`config.mk`:
```
export PLATFORM = sky130hd
export DESIGN_NAME = cram_loader_flat
export DESIGN_NICKNAME = d
export VERILOG_FILES = /design/src/rtl/cram_pkg.sv /design/src/rtl/cram_loader_if.sv /design/src/rtl/cram_rb_packer.sv /design/src/rtl/cram_loader.sv /design/src/flat_wrapper.sv
export SDC_FILE = /design/constraint.sdc
export NUM_CORES = 1
export LEC_CHECK = 0
export BUFFER_PORTS_ARGS = -buffer_cell sky130_fd_sc_hd__buf_2
export CORE_MARGIN = 3
export CORE_UTILIZATION = 51
export CTS_CLUSTER_DIAMETER = 50
export CTS_CLUSTER_SIZE = 8
export DETAILED_ROUTE_END_ITERATION = 16
export GPL_TIMING_DRIVEN = 0
export PLACE_DENSITY = 0.75
export SLEW_MARGIN = 10
export SYNTH_ARGS = -nofsm -noshare
export SYNTH_HDL_FRONTEND = slang
export SYNTH_SLANG_ARGS = --single-unit
```
`constraint.sdc`:
```
create_clock -name clk -period 1.57 [get_ports clk]
set_input_delay 0.2355 -clock clk [delete_from_list [all_inputs] [get_ports clk]]
set_output_delay 0.2355 -clock clk [all_outputs]
set_load 0.02 [all_outputs]
```
`src/rtl/cram_pkg.sv`:
```
// rtl/cram_pkg.sv - shared types and sizing helpers for the CRAM bitstream loader and fpgacell
package cram_pkg;

  typedef enum logic [1:0] {
    ST_IDLE = 2'd0,
    ST_LOAD = 2'd1,
    ST_DONE = 2'd2
  } cram_state_t;

  // Per-cell CRAM length: switch box, four connection boxes, then {mode, LUT}.
  function automatic int cell_cfg_bits(input int bus_width, input int le_in,
                                       input int le_out, input int lut);
    return bus_width * bus_width + 2 * bus_width * (le_in + le_out) + 1 + lut;
  endfunction

  function automatic int cram_nwords(input int chain_len, input int word_width);
    return (chain_len + word_width - 1) / word_width;
  endfunction

  function automatic int cram_pad(input int chain_len, input int word_width);
    return cram_nwords(chain_len, word_width) * word_width - chain_len;
  endfunction

endpackage

```
`src/rtl/cram_loader_if.sv`:
```
// rtl/cram_loader_if.sv - control, bitstream, chain and readback signals of the CRAM loader
interface cram_loader_if #(
  parameter int WORD_WIDTH = 8
);
  logic                  start;
  logic                  abort;
  logic [WORD_WIDTH-1:0] word_data;
  logic                  word_valid;
  logic                  word_ready;
  logic                  cfg_sdo;
  logic                  cfg_en;
  logic                  cfg_sdi;
  logic [WORD_WIDTH-1:0] rb_data;
  logic                  rb_valid;
  logic                  busy;
  logic                  done;
  logic                  err;

  modport master (
    output start, abort, word_data, word_valid, cfg_sdi,
    input  word_ready, cfg_sdo, cfg_en, rb_data, rb_valid, busy, done, err
  );

  modport slave (
    input  start, abort, word_data, word_valid, cfg_sdi,
    output word_ready, cfg_sdo, cfg_en, rb_data, rb_valid, busy, done, err
  );
endinterface

```
`src/rtl/cram_rb_packer.sv`:
```
// rtl/cram_rb_packer.sv - deserializes chain-tail bits into readback words
module cram_rb_packer #(
  parameter int WORD_WIDTH = 8,
  parameter int FIRST_LEN  = 8
) (
  input  logic                  clk,
  input  logic                  nrst,
  input  logic                  clr,
  input  logic                  en,
  input  logic                  sdi,
  output logic [WORD_WIDTH-1:0] rb_data,
  output logic                  rb_valid
);
  localparam int CW = $clog2(WORD_WIDTH + 1);

  logic [CW-1:0]         cnt_q;
  logic [WORD_WIDTH-1:0] acc_q;
  logic                  first_q;
  logic [WORD_WIDTH-1:0] acc_next;
  logic [CW-1:0]         target;

  assign acc_next = {acc_q[WORD_WIDTH-2:0], sdi};
  // The short first word comes out with its padding bits as leading zeros.
  assign target   = first_q ? CW'(FIRST_LEN) : CW'(WORD_WIDTH);

  always_ff @(posedge clk) begin
    if (!nrst) begin
      cnt_q    <= '0;
      acc_q    <= '0;
      first_q  <= 1'b1;
      rb_data  <= '0;
      rb_valid <= 1'b0;
    end else begin
      rb_valid <= 1'b0;
      if (clr) begin
        cnt_q   <= '0;
        acc_q   <= '0;
        first_q <= 1'b1;
      end else if (en) begin
        if (cnt_q + CW'(1) == target) begin
          rb_data  <= acc_next;
          rb_valid <= 1'b1;
          acc_q    <= '0;
          cnt_q    <= '0;
          first_q  <= 1'b0;
        end else begin
          acc_q <= acc_next;
          cnt_q <= cnt_q + CW'(1);
        end
      end
    end
  end

endmodule

```
`src/rtl/cram_loader.sv`:
```
// rtl/cram_loader.sv - serializes a bitstream into the fpgacell CRAM chain and captures readback
module cram_loader
  import cram_pkg::*;
#(
  parameter int WORD_WIDTH = 8,
  parameter int CHAIN_LEN  = 161
) (
  input  logic         clk,
  input  logic         nrst,
  cram_loader_if.slave bus
);
  localparam int NWORDS = cram_nwords(CHAIN_LEN, WORD_WIDTH);
  localparam int PAD    = cram_pad(CHAIN_LEN, WORD_WIDTH);
  localparam int WCW    = $clog2(NWORDS + 1);
  localparam int BCW    = $clog2(WORD_WIDTH + 1);
  localparam logic [WCW-1:0] NWORDS_C   = WCW'(NWORDS);
  localparam logic [BCW-1:0] FIRST_BITS = BCW'(WORD_WIDTH - PAD);
  localparam logic [BCW-1:0] FULL_BITS  = BCW'(WORD_WIDTH);

  cram_state_t           state_q, state_d;
  logic [WCW-1:0]        words_q, words_d;
  logic [BCW-1:0]        bits_q, bits_d;
  logic [WORD_WIDTH-1:0] sh_q, sh_d;
  logic                  sdo_q, sdo_d;
  logic                  en_q, en_d;
  logic                  err_q, err_d;

  logic                  accept;
  logic                  start_ok;
  logic                  abort_ok;
  logic                  first_word;
  logic                  last_bit;
  logic [WORD_WIDTH-1:0] aligned;

  // bits_q counts the unsent bits of the current word, including the one on cfg_sdo;
  // ready on the last bit lets the next word follow without a bubble.
  assign bus.word_ready = (state_q == ST_LOAD) && (words_q != '0) && (bits_q <= BCW'(1));
  assign accept         = bus.word_ready && bus.word_valid;
  assign start_ok       = (state_q == ST_IDLE) && bus.start && !bus.abort;
  assign abort_ok       = (state_q != ST_IDLE) && bus.abort;
  assign first_word     = (words_q == NWORDS_C);
  assign aligned        = first_word ? (bus.word_data << PAD) : bus.word_data;
  assign last_bit       = (words_q == '0) && (bits_q == BCW'(1));

  always_comb begin
    state_d = state_q;
    words_d = words_q;
    bits_d  = bits_q;
    sh_d    = sh_q;
    sdo_d   = sdo_q;
    en_d    = en_q;
    err_d   = err_q;
    unique case (state_q)
      ST_IDLE: begin
        if (start_ok) begin
          state_d = ST_LOAD;
          words_d = NWORDS_C;
          bits_d  = '0;
          err_d   = 1'b0;
        end
      end
      ST_LOAD: begin
        if (accept) begin
          sdo_d   = aligned[WORD_WIDTH-1];
          sh_d    = aligned << 1;
          en_d    = 1'b1;
          bits_d  = first_word ? FIRST_BITS : FULL_BITS;
          words_d = words_q - WCW'(1);
        end else if (bits_q > BCW'(1)) begin
          sdo_d  = sh_q[WORD_WIDTH-1];
          sh_d   = sh_q << 1;
          bits_d = bits_q - BCW'(1);
        end else begin
          sdo_d  = 1'b0;
          en_d   = 1'b0;
          bits_d = '0;
        end
        if (last_bit) state_d = ST_DONE;
      end
      ST_DONE: state_d = ST_IDLE;
      default: state_d = ST_IDLE;
    endcase
    if (abort_ok) begin
      state_d = ST_IDLE;
      words_d = '0;
      bits_d  = '0;
      sdo_d   = 1'b0;
      en_d    = 1'b0;
      err_d   = 1'b1;
    end
  end

  always_ff @(posedge clk) begin
    if (!nrst) begin
      state_q <= ST_IDLE;
      words_q <= '0;
      bits_q  <= '0;
      sh_q    <= '0;
      sdo_q   <= 1'b0;
      en_q    <= 1'b0;
      err_q   <= 1'b0;
    end else begin
      state_q <= state_d;
      words_q <= words_d;
      bits_q  <= bits_d;
      sh_q    <= sh_d;
      sdo_q   <= sdo_d;
      en_q    <= en_d;
      err_q   <= err_d;
    end
  end

  assign bus.cfg_sdo = sdo_q;
  assign bus.cfg_en  = en_q;
  assign bus.err     = err_q;
  assign bus.busy    = (state_q != ST_IDLE);
  assign bus.done    = (state_q == ST_DONE);

  cram_rb_packer #(
    .WORD_WIDTH(WORD_WIDTH),
    .FIRST_LEN (WORD_WIDTH - PAD)
  ) u_rb_packer (
    .clk     (clk),
    .nrst    (nrst),
    .clr     (start_ok || abort_ok),
    .en      (en_q),
    .sdi     (bus.cfg_sdi),
    .rb_data (bus.rb_data),
    .rb_valid(bus.rb_valid)
  );

endmodule

```
`src/flat_wrapper.sv`:
```
// flat-port wrapper written by rule: the top's interface ports become plain ports
module cram_loader_flat import cram_pkg::*;
#(
  parameter int WORD_WIDTH = 8,
  parameter int CHAIN_LEN  = 161
)
  (clk, nrst, bus_start, bus_abort, bus_word_data, bus_word_valid, bus_cfg_sdi, bus_word_ready, bus_cfg_sdo, bus_cfg_en, bus_rb_data, bus_rb_valid, bus_busy, bus_done, bus_err);
  cram_loader_if #(.WORD_WIDTH(WORD_WIDTH)) bus_i ();
  input  logic clk;
  input  logic nrst;
  input wire logic [$bits(bus_i.start)-1:0] bus_start;
  input wire logic [$bits(bus_i.abort)-1:0] bus_abort;
  input wire logic [$bits(bus_i.word_data)-1:0] bus_word_data;
  input wire logic [$bits(bus_i.word_valid)-1:0] bus_word_valid;
  input wire logic [$bits(bus_i.cfg_sdi)-1:0] bus_cfg_sdi;
  output wire logic [$bits(bus_i.word_ready)-1:0] bus_word_ready;
  output wire logic [$bits(bus_i.cfg_sdo)-1:0] bus_cfg_sdo;
  output wire logic [$bits(bus_i.cfg_en)-1:0] bus_cfg_en;
  output wire logic [$bits(bus_i.rb_data)-1:0] bus_rb_data;
  output wire logic [$bits(bus_i.rb_valid)-1:0] bus_rb_valid;
  output wire logic [$bits(bus_i.busy)-1:0] bus_busy;
  output wire logic [$bits(bus_i.done)-1:0] bus_done;
  output wire logic [$bits(bus_i.err)-1:0] bus_err;
  assign bus_i.start = bus_start;
  assign bus_i.abort = bus_abort;
  assign bus_i.word_data = bus_word_data;
  assign bus_i.word_valid = bus_word_valid;
  assign bus_i.cfg_sdi = bus_cfg_sdi;
  assign bus_word_ready = bus_i.word_ready;
  assign bus_cfg_sdo = bus_i.cfg_sdo;
  assign bus_cfg_en = bus_i.cfg_en;
  assign bus_rb_data = bus_i.rb_data;
  assign bus_rb_valid = bus_i.rb_valid;
  assign bus_busy = bus_i.busy;
  assign bus_done = bus_i.done;
  assign bus_err = bus_i.err;
  cram_loader #(.WORD_WIDTH(WORD_WIDTH), .CHAIN_LEN(CHAIN_LEN)) u_core (.clk(clk), .nrst(nrst), .bus(bus_i));
endmodule
```
==> out/results.ini <==
[power_and_ir_drop]
ir_drop_v=0.000662
p_leak_nw=1.06
p_per_area_nw_per_um2=798
totalPowerFinal_mw=2.21

[placement]
post-dp-hpwl_um=2960
gp_congestion=0.836
pre_cts_slack_ps=-213
numPortBuffers=27
dpl_cell_area_um2=2220
dp.cells=302

[logic_synthesis]
yosys.area.top_type=dfxtp_1
synth_seq_cells=42
synth_cells=227
ys_seq_area_frac=0.419
yosys_warnings=0
synth.area.top_cells=dfxtp_1 42%, mux2i_1 8.0%, nand2_1 6.5%, nor2_1 4.3%, o21ai_0 3.5%
synth_cell_types=46
netlist_area_um2=2010
syn-num-nets=246
synth.avg_cell_area_um2=8.84
yosys.area.top_type_share=0.419

[worst_setup_path]
reg2reg_depth=7
reg2reg_to=u_core.sh_q[5]$_SDFFE_PN0P_
rr_startpoint=u_core.bits_q[0]$_SDFFE_PP0P_
worstPathRequired_ps=1330
arrival_ps=1450
crit_path_end_kind=primary output
timing.reg2reg.setup_slack_ps=-90
crit_type=reg2out
cp-start-kind=flop
worstPathMaxFanout=3

[final_layout]
area.growth.synth_to_final_pct=37.7
fin_area_um2=2760
n_antenna_cell=0
finalNonFillerCells=334
fin_nets=304
drive_above_1_share=0.430

[clock_tree]
worstSkewPairLatency_ps=300
numCtsBuffers=5
cts_tree=built
cts_root_buffer=clkbuf_8
clk_pin_slew_ps=90
cts_htree_levels=2
cts.sinks=42
clockBufferDepth=2

[sta]
worst_pin_slew_ps=558
setup_viol=19
period_minus_slack_ps=1690
maxSlewViolCount=0
finalHoldViolCount=0
rsz0062_at_grt=yes
fin_skew_ps=12.8
layout_setup_ws_ps=-119
timing.fmax_ghz=0.592
fin_tns_setup_ps=-870
slew-limit-headroom=0.628
min_period_over_period=1.08

[worst_hold_path]
worstHoldStart=bus_cfg_sdi
hold_class=in2reg
hold_depth=3
hold_end=u_core.u_rb_packer.rb_data[0]$_SDFFE_PN0P_

[routing]
drt-vias-per-instance=5.41
drtIter0Drc=57
wirelength_um=5140
detail_route.wl_per_cell_um=15.4
detail-route-antenna-nets=0
first_pass_iters=4
drcViolationCount=0
vias=1808

[grt]
grt.overflow.total=0
grt_pass1_wl_um=7730
antenna_found_initial=0
grt_pass1_vias=1718
grt_use_total=0.216
grt_max_degree=14

[status]
violations=setup timing
status=finished with violations

[floorplan]
die_area_um2=4720
initial_core_util=0.540
die_h_um=68.7
pin_count=29
core_um2=3720
rows=22
die_w_um=68.7

[run]
maxCapViolations=0

## Yosys cell counts, drive strengths merged
cell     count
a211oi       3
a21boi       3
a21oi       10
a221oi       1
a31oi        7
and2         2
and2b        1
and4b        2
buf          4
clkbuf       6
dfxtp       42
ha           5
inv          8
mux2         1
mux2i       16
nand2       35
nand2b       5
nand3        7
nand4        1
nor2        25
nor2b        1
nor3        10
nor3b        1
nor4b        3
o2111ai      1
o211ai       1
o21ai       15
or2          3
or4b         2
xnor2        3
xor2         3
## through the flow
| step | util | hold slack [ps] |
|---|---|---|
| after floorplan | - | 375 |
| after global routing | 0.744 | 197 |
| after global placement | 0.597 | 441 |
| after CTS | 0.692 | 180 |
| after detailed placement | 0.597 | 443 |
| final | 0.744 | 189 |
## worst max path at each step
stage | from | endpoint | cells after the start
global route | u_core.bits_q[0]$_SDFFE_PP0P_ | u_core.sh_q[2]$_SDFFE_PN0P_ | 7
finish | u_core.bits_q[0]$_SDFFE_PP0P_ | bus_word_ready | 6
detailed placement | u_core.bits_q[0]$_SDFFE_PP0P_ | u_core.bus.cfg_sdo$_SDFFE_PP0P_ | 7
floorplan | u_core.bits_q[0]$_SDFFE_PP0P_ | u_core.sh_q[2]$_SDFFE_PN0P_ | 8
CTS | u_core.bits_q[0]$_SDFFE_PP0P_ | bus_word_ready | 6
global placement | u_core.u_rb_packer.cnt_q[0]$_SDFFE_PP0P_ | u_core.u_rb_packer.rb_data[1]$_SDFFE_PN0P_ | 6
## area by class of cell
| class | count | area [um^2] |
|---|---|---|
| flip-flops and latches | 42 | 858 |
| multi-input cells | 167 | 1300 |
| fillers | 262 | 952 |
| repair buffers | 53 | 372 |
| inverters | 8 | 35.0 |
| clock buffers | 6 | 82.6 |
| clock inverters | 2 | 12.5 |
| plain buffers | 8 | 40.0 |
| well taps | 48 | 60.1 |
## sequential cells by signal (all words and copies together) (netlist names)
| name | flops |
|---|---|
| u_core.bus.cfg_sdo | 1 |
| u_core.u_rb_packer.acc_q | 7 |
| u_core.u_rb_packer.cnt_q | 4 |
| u_core.sh_q | 7 |
| u_core.u_rb_packer.first_q | 1 |
| u_core.u_rb_packer.rb_valid | 1 |
| u_core.u_rb_packer.rb_data | 8 |
| u_core.words_q | 5 |
| u_core.bus.cfg_en | 1 |
| u_core.bus.err | 1 |
| u_core.bits_q | 4 |
| u_core.state_q | 2 |
## power by group
group | internal, mW | switching [mW] | leakage, nW
clock | 0.354 | 0.379 | 0.0472
combinational | 0.169 | 0.197 | 0.669
sequential | 1.08 | 0.0250 | 0.344
## metal layers
| layer | track usage | up-vias | part of all wire |
|---|---|---|---|
| met2 | 0.365 | 53 | 0.50 |
| met5 | 0 | - | 0 |
| li1 | - | 898 | - |
| met1 | 0.263 | 836 | 0.42 |
| met4 | 0.109 | 0 | 0.040 |
| met3 | 0.0373 | 21 | 0.042 |
## layout by cell type (no fill, tap or decap), types with 3 or more instances in the layout
cell type,n
a21oi_1,9
o21ai_2,4
nor4b_4,3
mux2i_1,16
clkbuf_8,6
a31oi_1,7
nand3_1,4
nand2b_4,3
buf_4,19
o21ai_1,5
nor2_2,5
buf_2,27
dfxtp_4,3
inv_1,5
dfxtp_2,5
clkbuf_1,5
nor3_1,7
dfxtp_1,34
buf_6,8
nor2_4,3
o21ai_0,6
nand2_2,4
xnor2_1,3
ha_4,5
nand2_1,30
nor2_1,17
## critical path: stages (launching register included)
cell	delay, ps
dfxtp_4	400
inv_4	50
ha_4	150
or2_4	270
nand3_4	120
nor2_4	40
buf_6	120
## cell families (layout without fill, tap and decap cells)
family	Yosys count	count (layout)	share of synthesized area
AND/OR/NAND/NOR	98	98	0.266
flip-flops	42	42	0.419
AO/OA/AOI/OAI	41	41	0.135
XOR/XNOR	6	6	0.0262
adder cells (fa/ha/maj)	5	5	0.0312
buffers and inverters	18	77	0.0368
multiplexers	17	17	0.0854
## timing repair
| item | CTS | global route |
|---|---|---|
| gates resized for setup | 44 | 34 |
| pin swaps | 8 | 20 |
| setup buffers | 16 | 10 |
| setup endpoints to repair | 36 | 36 |
| hold buffers | 0 | 0 |
(Power assumes the default switching activity.)
